--- config.mk ---
export PLATFORM = sky130hd
export DESIGN_NAME = sync_fifo_flags
export DESIGN_NICKNAME = d
export VERILOG_FILES = /design/src/rtl/fifo_pkg.sv /design/src/rtl/sync_fifo_flags_mem.sv /design/src/rtl/sync_fifo_flags.sv
export SDC_FILE = /design/constraint.sdc
export NUM_CORES = 1
export LEC_CHECK = 0
export BUFFER_PORTS_ARGS = -buffer_cell sky130_fd_sc_hd__buf_2
export CORE_MARGIN = 1.5
export CORE_UTILIZATION = 40
export DETAILED_ROUTE_END_ITERATION = 16
export PLACE_DENSITY = 0.55
export SLEW_MARGIN = 20
export SYNTH_ARGS = -nofsm -noshare
export SYNTH_HDL_FRONTEND = slang
export SYNTH_HIERARCHICAL = 1
export SYNTH_SLANG_ARGS = --single-unit
--- constraint.sdc ---
create_clock -name clk -period 9.62 [get_ports clk]
set_input_delay 0.962 -clock clk [delete_from_list [all_inputs] [get_ports clk]]
set_output_delay 0.962 -clock clk [all_outputs]
set_load 0.005 [all_outputs]
--- src/rtl/fifo_pkg.sv ---
// rtl/fifo_pkg.sv - shared types, helpers and parameter checks for sync_fifo_flags
//
// Contents:
//   fifo_mode_e        read-port mode (registered or first-word fall-through)
//   clog2_depth        ceiling log2 used to size memory addresses
//   FIFO_CHECK_PARAMS  elaboration-time threshold legality check
`ifndef FIFO_PKG_SV
`define FIFO_PKG_SV

// Threshold check, expanded inside the module body as a labelled generate-if.
`define FIFO_CHECK_PARAMS(depth, afull, aempty) \
  if (((afull) < 1) || ((afull) > (depth)) || ((aempty) < 0) || \
      ((aempty) > ((depth) - 1)) || ((aempty) >= (afull))) begin : g_bad_params \
    $error("sync_fifo_flags: illegal AFULL_TH/AEMPTY_TH for this depth"); \
  end

package fifo_pkg;

  typedef enum logic {
    MODE_REG  = 1'b0,
    MODE_FWFT = 1'b1
  } fifo_mode_e;

  function automatic int clog2_depth(input int depth);
    int r;
    r = 0;
    for (int i = 0; i < 31; i++) begin
      if ((1 << i) < depth) r = i + 1;
    end
    return r;
  endfunction

endpackage

`endif

--- src/rtl/sync_fifo_flags_mem.sv ---
// rtl/sync_fifo_flags_mem.sv - simple dual-port storage array for sync_fifo_flags
//
// Module fifo_mem: DSIZE x DEPTH array, one synchronous write port, one read port.
// Ports:
//   clk, rst      clock and synchronous active-high reset (read register only)
//   we, waddr     write enable and address
//   wdata         write data
//   re, raddr     read enable (registered mode only) and read address
//   rdata         read data: registered on re (FWFT=0) or combinational (FWFT=1)
module fifo_mem
  import fifo_pkg::*;
#(
  parameter int DSIZE = 32,
  parameter int DEPTH = 16,
  parameter int FWFT  = 0
) (
  input  logic                           clk,
  input  logic                           rst,
  input  logic                           we,
  input  logic [clog2_depth(DEPTH)-1:0]  waddr,
  input  logic [DSIZE-1:0]               wdata,
  input  logic                           re,
  input  logic [clog2_depth(DEPTH)-1:0]  raddr,
  output logic [DSIZE-1:0]               rdata
);

  // Storage is deliberately not reset so the array maps onto block RAM.
  logic [DSIZE-1:0] mem [DEPTH];

  always_ff @(posedge clk) begin
    if (we) mem[waddr] <= wdata;
  end

  if (FWFT == int'(MODE_FWFT)) begin : g_fwft
    // Head word is presented continuously; rst and re have no role here.
    logic unused_fwft;
    assign unused_fwft = &{1'b0, rst, re};
    assign rdata = mem[raddr];
  end else begin : g_reg
    logic [DSIZE-1:0] rdata_q;
    always_ff @(posedge clk) begin
      if (rst)     rdata_q <= '0;
      else if (re) rdata_q <= mem[raddr];
    end
    assign rdata = rdata_q;
  end

endmodule

--- src/rtl/sync_fifo_flags.sv ---
// rtl/sync_fifo_flags.sv - single-clock FIFO with count, thresholds, sticky errors and flush
//
// Ports:
//   clk, rst            clock and synchronous active-high reset
//   wdata, winc         write data and write request
//   rinc                read/pop request
//   flush               synchronous clear of contents (errors and rdata kept)
//   err_clr             clears overflow/underflow
//   rdata               read data (registered or FWFT, per FWFT parameter)
//   wfull, rempty       full / empty
//   almost_full         count >= AFULL_TH
//   almost_empty        count <= AEMPTY_TH
//   count               occupancy 0..DEPTH
//   overflow, underflow sticky write-while-full / read-while-empty
module sync_fifo_flags
  import fifo_pkg::*;
#(
  parameter int DSIZE     = 32,
  parameter int ASIZE     = 4,
  parameter int AFULL_TH  = (1 << ASIZE) - 2,
  parameter int AEMPTY_TH = 1,
  parameter int FWFT      = 0
) (
  input  logic             clk,
  input  logic             rst,
  input  logic [DSIZE-1:0] wdata,
  input  logic             winc,
  input  logic             rinc,
  input  logic             flush,
  input  logic             err_clr,
  output logic [DSIZE-1:0] rdata,
  output logic             wfull,
  output logic             rempty,
  output logic             almost_full,
  output logic             almost_empty,
  output logic [ASIZE:0]   count,
  output logic             overflow,
  output logic             underflow
);

  localparam int DEPTH = 1 << ASIZE;
  localparam logic [ASIZE:0] DEPTH_C  = (ASIZE+1)'(DEPTH);
  localparam logic [ASIZE:0] AFULL_C  = (ASIZE+1)'(AFULL_TH);
  localparam logic [ASIZE:0] AEMPTY_C = (ASIZE+1)'(AEMPTY_TH);

  `FIFO_CHECK_PARAMS(DEPTH, AFULL_TH, AEMPTY_TH)

  logic [ASIZE:0] wbin, rbin;
  logic [ASIZE:0] wbin_next, rbin_next, count_next;
  logic           wr_ok, rd_ok;
  logic           mem_we, mem_re;

  // Full rejects the write even when a read frees a slot in the same cycle,
  // and empty rejects the read even when a write lands in the same cycle.
  assign wr_ok = winc & ~wfull;
  assign rd_ok = rinc & ~rempty;

  assign wbin_next = wbin + {{ASIZE{1'b0}}, wr_ok};
  assign rbin_next = rbin + {{ASIZE{1'b0}}, rd_ok};

  // Pointers carry one extra MSB, so their modulo-2*DEPTH difference is the
  // exact occupancy 0..DEPTH across any number of wraps.
  assign count_next = wbin_next - rbin_next;

  assign mem_we = wr_ok & ~flush & ~rst;
  assign mem_re = rd_ok & ~flush & ~rst;

  fifo_mem #(
    .DSIZE (DSIZE),
    .DEPTH (DEPTH),
    .FWFT  (FWFT)
  ) u_mem (
    .clk   (clk),
    .rst   (rst),
    .we    (mem_we),
    .waddr (wbin[ASIZE-1:0]),
    .wdata (wdata),
    .re    (mem_re),
    .raddr (rbin[ASIZE-1:0]),
    .rdata (rdata)
  );

  always_ff @(posedge clk) begin
    if (rst) begin
      wbin         <= '0;
      rbin         <= '0;
      count        <= '0;
      wfull        <= 1'b0;
      rempty       <= 1'b1;
      almost_full  <= 1'b0;
      almost_empty <= 1'b1;
      overflow     <= 1'b0;
      underflow    <= 1'b0;
    end else if (flush) begin
      // Error flags are left untouched: they record history, not contents.
      wbin         <= '0;
      rbin         <= '0;
      count        <= '0;
      wfull        <= 1'b0;
      rempty       <= 1'b1;
      almost_full  <= 1'b0;
      almost_empty <= 1'b1;
    end else begin
      wbin         <= wbin_next;
      rbin         <= rbin_next;
      count        <= count_next;
      wfull        <= (count_next == DEPTH_C);
      rempty       <= (count_next == '0);
      almost_full  <= (count_next >= AFULL_C);
      almost_empty <= (count_next <= AEMPTY_C);
      // A new error in the same cycle as err_clr keeps the flag set.
      overflow     <= (winc & wfull)  | (overflow  & ~err_clr);
      underflow    <= (rinc & rempty) | (underflow & ~err_clr);
    end
  end

endmodule

## Word-level counts from Yosys, hierarchy flattened

Memories as Yosys holds them, arrays and structs flattened. A register that Yosys moved wholly into a read port is not among the register bits.
Cells that the tools add are included.

- $add $sub $neg: 3
- $lt $le $gt $ge: 2
- Eq/ne operators: 1
- Mux-type cells: 2
- Bitwise gates (word level): 17
- Reduce and logical (&&, ||, !) cells: 2

Operator list:

| cell | number |
|---|---|
| adder 5 x 1 -> 5 bit | 2 |
| AND 1 bit | 10 |
| equality test 5 bit (second input constant) | 1 |
| greater-or-equal comparator 5 x 4 -> 1 bit (second input constant) | 1 |
| less-or-equal comparator 5 x 1 -> 1 bit (second input constant) | 1 |
| logical NOT 5 bit | 1 |
| NOT 1 bit | 5 |
| subtractor 5 bit | 1 |
| 2-to-1 mux 1 bit | 2 |
| OR 1 bit | 2 |
| OR reduction 2 bit | 1 |

- Flip-flop bits (word level): 21
- Memory bits (writable): 512
- Input bits: 38
- Output and inout port bits: 43
- Logic and storage cells: 37
- Memories kept: 1

Memories:

| name | words | bits a word | read ports | clocked after Yosys merged registers in | write ports | line | text |
|---|---|---|---|---|---|---|---|
| u_mem.mem | 16 | 32 | 1 | 1 | 1 | sync_fifo_flags_mem.sv:28 | `logic [DSIZE-1:0] mem [DEPTH];` |

## Logic depth before layout (Yosys ltp)

- Depth in word-level cells: 6
- Mapped depth: 11
- Gate-level depth less buffers: 10

## Modules after synthesis

Netlist, hierarchy kept.

By module, submodules not included:

| module | times used | cells each | area an instance (um^2) | seq. area each (um^2) |
|---|---|---|---|---|
| fifo_mem | 1 | 1216 | 20948.8 | 16015.4 |
| sync_fifo_flags | 1 | 106 | 974.7 | 420.4 |

## Worst setup path before layout

Ideal clock, no wire load.

- Path type: input port to flip-flop
- From: input flush
- To: memory u_mem.mem[0][0], enable pin
- Setup time: 0.461 ns
- Data arrival time: 4.090 ns
- Data required time: 9.159 ns
- Setup slack: 5.069 ns
- Stages on the path: 4
- Path buffers: 0
- Cell sequence: nor2_1 -> and2_1 -> or3b_2 -> nor3_1

- Longest elaborated chain between the ends: 5

Ends and longest elaborated chain:

| what | line | text |
|---|---|---|
| from (decl) | sync_fifo_flags.sv:29 | `input logic flush,` |
| NOT 1 bit | sync_fifo_flags.sv:65 | `assign mem_we = wr_ok & ~flush & ~rst;` |
| AND 1 bit (2 in a row) | sync_fifo_flags.sv:65 |  |
| named net mem_we | sync_fifo_flags.sv:51 | `logic mem_we, mem_re;` |
| 2-to-1 mux 1 bit | sync_fifo_flags_mem.sv:31 | `if (we) mem[waddr] <= wdata;` |
| 2-to-1 mux 1 bit (implied by the code) | sync_fifo_flags_mem.sv:31 |  |
| to (decl) | sync_fifo_flags_mem.sv:28 |  |

The timed path passes the listed nets, and every way through them passes these cells.

==> flow_metrics.py <==
metrics = {
    "routing": {
        "avgRoutedWirePerCell_um": 23.1,
        "drc_errors": 0,
        "num_vias": 11600,
        "first_iter_violations": 770,
        "drtAntennaViolNets": 0,
        "first_pass_iters": 7,
        "viasPerCell": 5.32,
        "routed_wl_um": 50300,
    },
    "floorplan": {
        "std_cell_rows": 85,
        "io_pins": 81,
        "die_w_um": 237,
        "initial_utilization_pct": 40.6,
        "die_height_um": 237,
        "die-area_um2": 56200,
        "core-area_um2": 54000,
    },
    "clock_tree": {
        "htreeDepth": 2,
        "clk_pin_slew_ns": 0.06,
        "cts_hold_buf": 0,
        "cts_sinks": 565,
        "cts_tree": "done",
        "clk_path_buf_depth": 3,
        "cts_resized": 0,
        "cts_root_buffer": "clkbuf_16",
        "postCtsSetupRepairBufs": 0,
        "numCtsBuffers": 59,
        "clk_latency_ns": 0.62,
    },
    "yosys": {
        "synth-edff-count": 512,
        "synth_fa_ha_area_share_pct": 0.377,
        "syn_nets": 1365,
        "synthMuxAreaShare_pct": 11.7,
        "ys_types": 43,
        "yosys_warnings": 6,
        "synth-main-ff-cell": "edfxtp_1",
        "netlist_area_um2": 21900,
        "synth_compound_area_share_pct": 4.20,
        "yosys.area_share.simple_pct": 5.52,
        "syn_inst": 1322,
        "avgSynthCellArea_um2": 16.6,
        "ys_ff_latch": 565,
        "synth_xor_area_share_pct": 0.668,
        "synthArstFlopShare_pct": 0,
        "synth_top_family_by_area": "multiplexers",
        "ys_seq_area_share_pct": 75.0,
    },
    "placed_design": {
        "portBuffers": 80,
        "pre_cts_ws_ns": 5.64,
        "placedInstanceArea_um2": 23000,
        "globalplace.congestion": 0.711,
        "dpl.hpwl_um": 25200,
        "place_inst": 2060,
    },
    "worst_hold_path": {
        "min_path_cells": 2,
        "hold_end": "u_mem/rdata[17]$_SDFFE_PP0P_",
        "hold_path_startpoint": "u_mem/rdata[17]$_SDFFE_PP0P_",
        "hp-class": "flop to flop",
    },
    "power_and_ir_drop": {
        "leakagePower_nw": 7.90,
        "irDropWorstVdd_uv": 129,
        "powerDensity_nw_per_um2": 200,
    },
    "worst_setup_path": {
        "reg2reg_from": "rbin[2]$_SDFF_PP0_",
        "cp-end-kind": "flop",
        "cp.arrival_ns": 3.96,
        "setup.worst_path.class": "flop to flop",
        "crit_fanout": 62,
        "regToRegSetupSlack_ns": 6.15,
        "worst_r2r_endpoint": "u_mem/rdata[16]$_SDFFE_PP0P_",
        "worstRegToRegCells": 6,
        "crit_required_ns": 10.11,
        "start_kind": "flop",
    },
    "layout": {
        "finalCoreUtilization_pct": 46.1,
        "drive_gt1_share_pct": 16.2,
        "nFillCells": 4706,
        "fin_area_um2": 24900,
        "instances_no_fill": 2173,
        "area_delta_synth_final_pct": 13.7,
        "nNetsFinal": 1468,
    },
    "sta": {
        "grt_setup_unrepaired": "no",
        "maxSlewViolCount": 0,
        "tightestPinTransition_ns": 1.14,
        "setup_viol": 0,
        "fin_crit_ns": 3.47,
        "skew_ns": 0.0245,
        "timing.final.crit_share_pct": 36.1,
        "tns_ns": 0,
        "max_freq_mhz": 288,
        "hold_viol_final": 0,
        "relSlewSlack_pct": 24.1,
        "setup_ws_ns": 6.15,
    },
    "run": {
        "max_cap_viol_count": 0,
    },
    "grt": {
        "grt_pass1_vias": 11600,
        "grt_use_total_pct": 18.0,
        "antenna_found_initial": 3,
        "grt_pass1_wl_um": 74700,
        "overflow": 0,
        "grt_max_degree": 65,
    },
    "outcome": {
        "outcome": "finished clean",
    },
}
per-stage QoR:
step           hold slack (ns)  power [mW]
2_1_floorplan            0.450        2.77
3_3_place_gp             0.446        2.83
3_5_place_dp             0.441        2.83
4_1_cts                  0.455        5.05
5_1_grt                  0.478        5.15
6_report                 0.448        4.99
cells in the final DEF (no fill, tap or decap), types with 9 or more instances in the layout:
cell	n
a21oi_1	59
a21oi_2	10
a22oi_1	64
buf_2	80
buf_4	30
clkbuf_1	20
clkbuf_16	59
clkbuf_8	9
clkinv_2	13
dfxtp_1	52
edfxtp_1	512
mux2i_1	256
nand2_1	102
nand3_1	100
nor2_1	20
nor2_4	14
xnor2_1	9
synth_stat cells, types with 2 or more instances:
library cell / number / share of area [%]
edfxtp_1: 512 / 70
mux2i_1: 256 / 12
buf_8: 2 / 0.14
nor2_1: 33 / 0.57
buf_2: 15 / 0.34
xnor2_1: 9 / 0.36
nand3b_1: 4 / 0.14
nand2_1: 102 / 1.7
clkbuf_1: 15 / 0.26
nor3b_1: 2 / 0.068
o21ai_1: 2 / 0.046
nor2b_1: 3 / 0.086
xor2_1: 4 / 0.16
buf_12: 5 / 0.46
nor3_1: 4 / 0.091
inv_1: 5 / 0.086
ha_1: 5 / 0.29
buf_6: 17 / 0.87
a21oi_1: 59 / 1.3
a21oi_2: 10 / 0.40
buf_4: 10 / 0.34
maj3_1: 2 / 0.091
a22oi_1: 64 / 2.2
nand3_1: 100 / 2.3
nand2b_1: 5 / 0.14
and2_1: 6 / 0.17
dfxtp_1: 53 / 4.8
buf_1: 2 / 0.034
clkbuf_2: 2 / 0.046
kinds of logic (layout without fill, tap and decap cells):
family | count (synthesis) | in the layout
AND/OR/NAND/NOR | 266 | 266
AO/OA/AOI/OAI | 140 | 140
buffers and inverters | 73 | 227
other | 0 | 1
XOR/XNOR | 15 | 15
flip-flops | 565 | 565
multiplexers | 256 | 256
adder cells (fa/ha/maj) | 7 | 7
layout make-up:
cell class	instances	area, um^2	share of cell area (%)
Sequential cell	565	16400	65.9
Antenna cell	1	2.50	0.0100
Clock buffer	88	1680	6.72
Multi-Input combinational cell	684	5060	20.3
Tap cell	696	871	3.49
Inverter	5	18.8	0.0753
Clock inverter	24	234	0.939
Timing Repair Buffer	110	626	2.51
worst max-delay path by stage:
| stage | from | to | slack, ns | depth (start not counted) |
|---|---|---|---|---|
| final | rbin[2]$_SDFF_PP0_ | u_mem/rdata[16]$_SDFFE_PP0P_ | 6.15 | 6 |
| after CTS | rbin[2]$_SDFF_PP0_ | u_mem/rdata[16]$_SDFFE_PP0P_ | 6.10 | 6 |
| after floorplan | flush | u_mem/mem[0][0]$_DFFE_PP_ | 5.07 | 4 |
| after global placement | rst | u_mem/mem[12][16]$_DFFE_PP_ | 5.75 | 6 |
| after detailed placement | rst | u_mem/mem[12][23]$_DFFE_PP_ | 5.64 | 6 |
| after global routing | rbin[2]$_SDFF_PP0_ | u_mem/rdata[16]$_SDFFE_PP0P_ | 5.91 | 6 |
power breakdown:
group / switching (mW) / internal (mW)
combinational: 0.0655 / 0.0226
clock: 0.927 / 1.29
sequential: 0.00449 / 2.68
total: 0.997 / 3.99
routing by layer:
layer | GRT usage (%) | routed length (um)
met3 | 3.11 | 2240
met2 | 29.5 | 24300
met4 | 4.94 | 1130
met5 | 0 | 11
met1 | 24.8 | 22600
flip-flops by register name, indices dropped and copies added, names as in the netlist, 5 cells and up:
name and count:
count 5, rbin 5, u_mem/mem 512, u_mem/rdata 32, wbin 5
worst max-delay path, cell delays in order, from the launching register on:
cell     delay (ns)
dfxtp_4        0.80
buf_4          0.79
buf_4          0.96
mux2i_1        0.28
a22oi_1        0.11
nand3_1        0.20
nand3_1        0.09
Power figures use the tool's default switching activity.
